==> src/rtl/bist_pkg.sv <==
// Shared types and width defaults for the BIST signature checker.
// Pure declarations: no logic, no latency.
package bist_pkg;

    localparam int SISR_SIZE_DEF = 16;
    localparam int CNT_W_DEF     = 8;

    typedef enum logic [1:0] {
        IDLE  = 2'd0,
        CMP   = 2'd1,
        SHIFT = 2'd2
    } chk_state_t;

endpackage

==> src/rtl/sig_unload_shifter.sv <==
// Captured-signature register with MSB-first valid/ready serial unload.
// Load takes one edge; one bit leaves per accepted handshake; i_rdy low stalls with sout held.
module sig_unload_shifter
    import bist_pkg::*;
#(
    parameter int W = SISR_SIZE_DEF
) (
    input  logic         clk,
    input  logic         rst,
    input  logic         i_load,
    input  logic [W-1:0] i_load_dat,
    input  logic         i_active,
    input  logic         i_rdy,
    output logic [W-1:0] o_sig,
    output logic         o_sout,
    output logic         o_vld,
    output logic         o_last,
    output logic         o_end
);

    localparam int CW = (W > 1) ? $clog2(W) : 1;

    logic [W-1:0]  r_sig;
    logic [CW-1:0] r_cnt;
    logic          w_hs;
    logic          w_at_last;

    assign w_hs      = i_active & i_rdy;
    assign w_at_last = (r_cnt == CW'(W - 1));

    always_ff @(posedge clk) begin
        if (rst) begin
            r_sig <= '0;
            r_cnt <= '0;
        end else if (i_load) begin
            r_sig <= i_load_dat;
            r_cnt <= '0;
        end else if (w_hs) begin
            r_sig <= r_sig << 1;
            r_cnt <= w_at_last ? '0 : r_cnt + CW'(1);
        end
    end

    // Outputs are quiet outside an unload so a stray sout never reaches the tester.
    assign o_sig  = r_sig;
    assign o_sout = i_active & r_sig[W-1];
    assign o_vld  = i_active;
    assign o_last = i_active & w_at_last;
    assign o_end  = w_hs & w_at_last;

endmodule

==> config.mk <==
export PLATFORM = sky130hd
export DESIGN_NAME = sig_unload_shifter
export DESIGN_NICKNAME = d
export VERILOG_FILES = /design/src/rtl/bist_pkg.sv /design/src/rtl/sig_unload_shifter.sv
export SDC_FILE = /design/constraint.sdc
export NUM_CORES = 1
export LEC_CHECK = 0
export CAP_MARGIN = 0
export CORE_UTILIZATION = 37
export DETAILED_ROUTE_END_ITERATION = 8
export HOLD_SLACK_MARGIN = 0.1
export PLACE_DENSITY = 0.71
export SYNTH_ARGS = -nofsm -noshare
export SYNTH_HDL_FRONTEND = slang
export SYNTH_SLANG_ARGS = --single-unit
==> constraint.sdc <==
create_clock -name clk -period 2.7 [get_ports clk]
set_input_delay 0.675 -clock clk [delete_from_list [all_inputs] [get_ports clk]]
set_output_delay 0.675 -clock clk [all_outputs]
set_load 0.01 [all_outputs]
==> results of run 1 <==
-- state kept, by name (all words and copies together), names as in the netlist --
register,cells
r_cnt,4
o_sig,16
-- routing by layer --
metal | vias to the layer above | global-route usage [%]
met3 | 2 | 3.955
met4 | 0 | 8.772
met5 | - | 0
met1 | 454 | 22.15
li1 | 490 | -
met2 | 30 | 32.72
-- metrics by stage --
stage	TNS (ns)	area, um2	utilization (%)
after detailed placement	-0.004996	1405	56.21
after floorplan	0	994.7	-
final	0	1456	58.26
after global routing	0	1456	58.26
after CTS	0	1456	58.26
after global placement	0	1405	56.21
-- synth_stat cells --
library cell / number / share of area [%]
nand3b_1: 1 / 0.75
buf_4: 3 / 2.3
nand3_1: 2 / 1.0
dfxtp_1: 20 / 40
xor2_1: 1 / 0.88
a211oi_1: 17 / 13
and2_1: 1 / 0.63
and3_1: 9 / 5.7
buf_6: 1 / 1.1
o21ai_0: 1 / 0.50
nand2_1: 4 / 1.5
inv_1: 1 / 0.38
or3b_1: 1 / 0.88
a21oi_1: 2 / 1.0
nand3_2: 1 / 1.0
nor2_1: 2 / 0.75
or3_1: 1 / 0.63
clkbuf_1: 7 / 2.6
nor3_1: 17 / 8.6
ha_1: 1 / 1.3
and3_2: 6 / 4.5
nor2b_1: 15 / 9.4
mux2i_1: 1 / 1.0
buf_2: 1 / 0.50
-- critical path, stage by stage --
cell and delay, ns:
clkdlybuf4s50_1 0.48, nand2_1 0.08, nor2_1 0.12, clkdlybuf4s50_1 0.55
-- logic make-up after synthesis --
logic type	count (synthesis)
buffers and inverters	13
muxes	1
and+or+nand+nor	60
DFF	20
AOI/OAI and AO/OA	20
adders and majority gates	1
xor gates and xnor gates	1
-- cell type report --
type	count	area share, %
clock buffer	3	1.546
clock inverter	1	2.062
inverter	1	0.2577
multi-input combinational	83	36.08
sequential	20	27.49
tap	30	2.577
timing repair buffer	45	29.98
-- worst paths after layout --
kind	cells past startpoint	from	endpoint
max	4	i_rdy	o_end
min	2	r_cnt[3]	r_cnt[3]
max reg2reg	4	r_cnt[0]	r_cnt[0]
min reg2reg	2	r_cnt[3]	r_cnt[3]
-- where the power goes --
part           switching [W]  internal [W]  leakage, nW
sequential         0.0000126      0.000313        0.165
combinational      0.0000577     0.0000826        0.383
clock               0.000102      0.000150       0.0279
total               0.000172      0.000546        0.577
==> impl_metrics.toml, run 1 <==
[run_status]
status = "finished, final reports clean"

[floorplanning]
initial_core_util_pct = 39.79
die_area_mm2 = 0.002900
io_pins = 41
core_mm2 = 0.002500
die_x_um = 53.85
rows = 18
fp.dieH_um = 53.85

[global_routing]
antenna_found_initial = 0
grt_pass1_wl_um = 3981
grt_max_degree = 37
gr-usage-all-layers_pct = 18.97
grt_pass1_vias = 939
grt-ovfl-total = 0

[logic_synthesis]
yosys_warnings = 0
synth-compound-area-share_pct = 14.34
synth_top_family_by_area = "simple AND/OR/NAND/NOR gates"
synth_mux_area_share_pct = 1.006
ys_ff_latch = 20
avgSynthCellArea_um2 = 8.575
netlist_instances = 116
syn_area_um2 = 994.7
synth_nets = 138
synthAdderAreaFrac_pct = 1.258
post_synth_xor_area_fraction_pct = 0.8805
synth-simple-area-share_pct = 35.35
yosysSeqAreaShare_pct = 40.25
synth_cell_types = 24

[routing]
drc = 0
met2_length_um = 1167
post_drt_via_cell_ratio = 5.333
wl_met1_um = 1135
drt_pre_antenna_iters = 5
dr.max_layer_used = "met4"
met3_length_um = 125
wl_per_cell_um = 13.32
drt_iter0_drc = 6
vias = 976
wirelength_um = 2438
drtAntennaViolNets = 0

[timing]
finalCriticalPeriod_ns = 2.578
maxSlewViolCount = 0
grt_setup_unrepaired = "false"
max_freq_mhz = 387.9
tightest_slew_ns = 0.7521
hold_viol = 0
holdWs_ns = 0.5133
maxSlewHeadroom_pct = 49.70
setup_slack_ns = 0.1217
fin_crit_sh_pct = 95.49
setup_violations = 0
skew_ns = 0.001511

[worst_setup_path]
worstPathMaxFanout = 2
cp.arrival_ns = 1.90
cp-end-kind = "output pin"
worstSetupPathType = "in2out"
critPathRequiredTime_ns = 2.03
rrSetupSlack_ns = 1.32
startpoint_type = "primary input"

[clock_tree]
insertion_delay_ns = 0.31
cts_resized = 1
cts_root_buffer = "clkbuf_4"
clk_pin_slew_ns = 0.12
cts_hold_buf = 0
cts_tree = "done"
numClockSinks = 20
cts_buffers = 3
cts.path.max_buffers = 2
cts_htree_levels = 1
cts_setup_buffers = 0

[layout]
register_area_um2 = 400.4
area_growth_syn_to_layout_pct = 46.42
fin_cells = 183
layout_common_cells = "clkdlybuf4s50_1, dfxtp_1, nor3_1, a211oi_1, nor2b_1"
drive_gt1_share_pct = 10.46
nFillCells = 237
final_nets = 176
multi_input_area_um2 = 525.5
num_antenna_cells = 0
final_common_cell = "clkdlybuf4s50_1"

[place]
place_congestion = 0.7637
dp.cells = 179
io_buffers = 40
dp_slack_ns = -0.004996
dpl.hpwl_um = 1616

[power]
ir_drop_mv = 0.2958
p_total_w = 0.0007176
powerDensity_mw_per_mm2 = 492.7
cellLeakagePower_nw = 0.5765

[worst_hold_path]
min_path_type = "reg2reg"

[flow_run]
maxCapViolCount = 0
(Power assumes the default switching activity.)
==> run 2, diff against run 1 <==
DONT_BUFFER_PORTS = 1   (was default)
PLACE_DENSITY = 0.53   (was 0.71)
clock period = 2.2 ns   (was 2.7 ns; I/O delays follow)
==> run 2 against run 1 <==
Effect of this change: power decreased by 10%; clock power decreased by 31%; wire length decreased by 9.8%; final area decreased by 32%; register-to-register slack got worse by 0.52 ns; largest cell class unchanged.
==> impl_metrics.toml, run 2 (same netlist as run 1, synthesis figures left out) <==
[run_status]
status = "finished, final reports clean"

[floorplanning]
initial_core_util_pct = 39.79
die_area_mm2 = 0.002900
fp.dieH_um = 53.85
io_pins = 41
core_mm2 = 0.002500
rows = 18
die_x_um = 53.85

[routing]
drc = 0
drt_pre_antenna_iters = 4
wl_met1_um = 978
drtAntennaViolNets = 0
met3_length_um = 212
drt_iter0_drc = 6
met2_length_um = 996
wl_per_cell_um = 15.93
post_drt_via_cell_ratio = 5.884
wirelength_um = 2199
dr.max_layer_used = "met4"
vias = 812

[timing]
fin_crit_sh_pct = 83.46
maxSlewHeadroom_pct = 84.17
finalCriticalPeriod_ns = 1.836
setup_violations = 0
tightest_slew_ns = 0.2361
max_freq_mhz = 544.6
hold_viol = 0
fin_setup_tns_ns = 0
grt_setup_unrepaired = "false"
maxSlewViolCount = 0
skew_ns = 0.007947

[place]
io_buffers = 0
place_congestion = 0.7055
dpl.hpwl_um = 1395

[layout]
num_antenna_cells = 0
final_nets = 132
drive_gt1_share_pct = 10.19
layout_common_cells = "dfxtp_1, nor3_1, a211oi_1"
final_common_cell = "dfxtp_1"
largest_reg_flops = 16
register_area_um2 = 400.4
multi_input_area_um2 = 525.5
area_growth_syn_to_layout_pct = 0.2515
nFillCells = 265

[power]
p_switching_w = 0.0001627
swShare_pct = 25.33
clkPwrFrac_pct = 27.1
p_int_w = 0.0004796
combPwrFrac_pct = 8.7
cellLeakagePower_nw = 0.3914
powerDensity_mw_per_mm2 = 644.0
ir_drop_mv = 0.3703
p_total_w = 0.0006422
seq_power_share_pct = 64.2

[worst_setup_path]
critPathRequiredTime_ns = 1.65
crit_family = "flip-flops"
worstSetupPathType = "reg2out"
crit_buf_inv = 0
startpoint_type = "register"
r2r-end = "r_cnt[0]"
cp.arrival_ns = 1.29
worstPathMaxFanout = 5
rr_startpoint = "r_cnt[0]"
crit_slowest_cell = "dfxtp_1"
r2r_cells = 4
crit_chain = "ha_1, nand3_1, nor2_1"
worst_path_largest_cell_delay_ns = 0.42
cp-end-kind = "output pin"
rrSetupSlack_ns = 0.80

[clock_tree]
cts_setup_buffers = 0
clk_pin_slew_ns = 0.11
cts_tree = "done"
cts.path.max_buffers = 2
cts_root_buffer = "clkbuf_4"
cts_hold_buf = 0
numClockSinks = 20
cts_buffers = 3
cts_resized = 0
cts_htree_levels = 1
insertion_delay_ns = 0.30

[global_routing]
grt_max_degree = 37
gr-usage-all-layers_pct = 16.81
grt_pass1_wl_um = 3415
antenna_found_initial = 0
grt_pass1_vias = 759
grt-ovfl-total = 0

[worst_hold_path]
holdPathStages = 1
min_path_type = "in2reg"
min_from = "rst"
holdPathEnd = "o_sig[0]"

[flow_run]
maxCapViolCount = 0
-- run 2: cell types whose count changed in the layout (fill, tap and decap cells not counted) --
cell,before,now
clkdlybuf4s50_1,39,0
buf_4,5,1
dlygate4sd2_1,1,0
bufinv_16,1,0
-- run 2: power groups by stage --
stage / registers [W] / clock network [W] / logic, W
final: 0.000412 / 0.000174 / 0.0000559
after global routing: 0.000416 / 0.000207 / 0.0000633
after CTS: 0.000413 / 0.000187 / 0.0000565
after detailed placement: 0.000421 / 0 / 0.0000561
after global placement: 0.000421 / 0 / 0.0000549
after floorplan: 0.000415 / 0 / 0.0000700
-- run 2: how the worst max path moves through the flow --
stage | start | end | slack [ns] | depth (start not counted)
4_1_cts | r_cnt[0] | o_end | 0.34 | 3
2_1_floorplan | i_active | o_last | 0.54 | 4
6_report | r_cnt[0] | o_end | 0.36 | 3
3_5_place_dp | r_cnt[0] | o_end | 0.70 | 3
5_1_grt | r_cnt[0] | o_end | 0.21 | 3
3_3_place_gp | r_cnt[0] | o_end | 0.77 | 3
-- run 2: routing by layer --
metal / global-route usage (%) / up-vias
li1: - / 400
met1: 20.68 / 371
met2: 27.16 / 39
met3: 6.780 / 2
met4: 3.947 / 0
met5: 0 / -
-- run 2: worst reg2reg max path, cell delays in order, from the launching register on --
cell and delay (ns):
dfxtp_1 0.37, ha_1 0.24, nand3_1 0.13, or3b_1 0.35, a211oi_1 0.22
-- run 2: cell type report --
cell class                      count  area share (%)
Inverter                            1          0.3764
Multi-Input combinational cell     83           52.70
Clock buffer                        3           2.258
Timing Repair Buffer                1          0.7528
Tap cell                           30           3.764
Sequential cell                    20           40.15
-- run 2: metrics by stage --
step	worst slack (ns)	hold WS (ns)	utilization (%)	std cells	instance area (um2)
global route	0.2059	0.2687	39.89	138	997.2
floorplan	0.5429	0.4682	-	116	994.7
finish	0.3639	0.2998	39.89	138	997.2
CTS	0.3397	0.2858	39.89	138	997.2
global placement	0.7731	0.4803	38.99	135	974.7
detailed placement	0.7019	0.4864	38.99	135	974.7
==> run 3, diff against run 2 <==
PLACE_DENSITY = 0.51   (was 0.53)
clock period = 1.8 ns   (was 2.2 ns; I/O delays follow)
==> run 3 against run 2 <==
Effect of this change: clock skew decreased by 0.0050 ns; register-to-register slack got worse by 0.35 ns; final area increased by 0.75%; cell count increased by 0.72%; first-iteration DRC count increased by 130%; sequential cell count unchanged; power increased by 22%; clock-buffer cell count unchanged; clock power increased by 21%; critical path type unchanged.
==> impl_metrics.toml, run 3 (same netlist as run 1, synthesis figures left out) <==
[run_status]
status = "finished, final reports clean"

[clock_tree]
cts.path.max_buffers = 2
cts_resized = 0
cts_htree_levels = 1
numClockSinks = 20
cts_tree = "done"
cts_buffers = 3
cts_root_buffer = "clkbuf_4"
cts_setup_buffers = 0
insertion_delay_ns = 0.30
cts_hold_buf = 0
clk_pin_slew_ns = 0.11

[place]
place_congestion = 0.7384
io_buffers = 0
dpl.hpwl_um = 1395

[timing]
finalCriticalPeriod_ns = 1.698
maxSlewHeadroom_pct = 85.96
tightest_slew_ns = 0.2098
grt_setup_unrepaired = "true"
maxSlewViolCount = 0
skew_ns = 0.002979
hold_viol = 0
max_freq_mhz = 589.1
fin_crit_sh_pct = 94.31
setup_violations = 0

[routing]
drt_iter0_drc = 14
wl_per_cell_um = 15.96
wirelength_um = 2219
post_drt_via_cell_ratio = 5.950
drc = 0
drtAntennaViolNets = 0
vias = 827
drt_pre_antenna_iters = 4

[floorplanning]
core_mm2 = 0.002500
initial_core_util_pct = 39.79
fp.dieH_um = 53.85
rows = 18
die_area_mm2 = 0.002900
die_x_um = 53.85
io_pins = 41

[worst_setup_path]
crit_start = "r_cnt[0]"
r2r-end = "r_cnt[0]"
cp.arrival_ns = 1.25
cp-end-kind = "output pin"
startpoint_type = "register"
rr_startpoint = "r_cnt[0]"
critPathRequiredTime_ns = 1.35
worst_path_largest_cell_delay_ns = 0.40
crit_family = "flip-flops"
rrSetupSlack_ns = 0.45
crit_chain = "ha_1, nand3_1, nor2_1"
endpoint = "o_end"
crit_slowest_cell = "dfxtp_1"
crit_buf_inv = 0
r2r_cells = 4
worstSetupPathType = "reg2out"
path_depth = 3
worstPathMaxFanout = 5

[layout]
final_util_pct = 40.19
num_antenna_cells = 0
area_growth_syn_to_layout_pct = 1.006
layout_common_cells = "dfxtp_1, nor3_1, a211oi_1"
register_area_um2 = 400.4
drive_gt1_share_pct = 11.01
final_common_cell = "dfxtp_1"
nFillCells = 262
final_nets = 133
largest_reg_flops = 16
multi_input_area_um2 = 525.5

[power]
p_total_w = 0.0007830
powerDensity_mw_per_mm2 = 779.3
cellLeakagePower_nw = 0.3959
ir_drop_mv = 0.4849

[flow_run]
maxCapViolCount = 0

[global_routing]
grt_pass1_vias = 797
grt-ovfl-total = 0
antenna_found_initial = 0
gr-usage-all-layers_pct = 16.89
grt_max_degree = 37
grt_pass1_wl_um = 3512

[worst_hold_path]
min_path_type = "in2reg"
run 3: cell type report:
type	count	area share (%)
tap	30	3.736
clock buffer	3	2.242
multi-input combinational	83	52.30
inverter	1	0.3736
timing repair buffer	2	1.494
sequential	20	39.85
run 3: routing by layer:
layer,GRT usage [%],part of all wire [%],vias to the layer above
li1,-,-,403
met1,19.21,47,397
met2,29.63,46,25
met3,7.062,6.7,2
met4,2.632,0.54,0
met5,0,0,-
run 3: power by group:
part           switching [W]  internal, W   total, W
combinational      0.0000285    0.0000403  0.0000688
sequential         0.0000338     0.000469   0.000503
clock               0.000133    0.0000780   0.000211
run 3: stage by stage:
stage                     setup TNS [ns]  hold slack (ns)  cells  setup WS [ns]  area, um2
final                                  0           0.2034    139         0.1024       1005
after global routing            -0.01421           0.1789    139       -0.01421       1005
after CTS                              0           0.1853    139        0.08222       1005
after detailed placement               0           0.4922    136         0.4441      982.2
after global placement                 0           0.4832    136         0.4679      982.2
after floorplan                        0           0.4682    116         0.3429      994.7
run 3: worst register-to-register path: stages, from the launching register on:
cell,delay [ns]
dfxtp_1,0.36
ha_1,0.23
nand3_1,0.12
or3b_1,0.36
a211oi_1,0.20
run 3: how the worst min path moves through the flow:
stage / startpoint / to / slack [ns] / depth (start not counted)
floorplan: r_cnt[3] / r_cnt[3] / 0.47 / 2
finish: rst / o_sig[0] / 0.20 / 1
CTS: rst / o_sig[0] / 0.19 / 1
global placement: r_cnt[3] / r_cnt[3] / 0.48 / 2
detailed placement: r_cnt[3] / r_cnt[3] / 0.49 / 2
global route: rst / o_sig[0] / 0.18 / 1
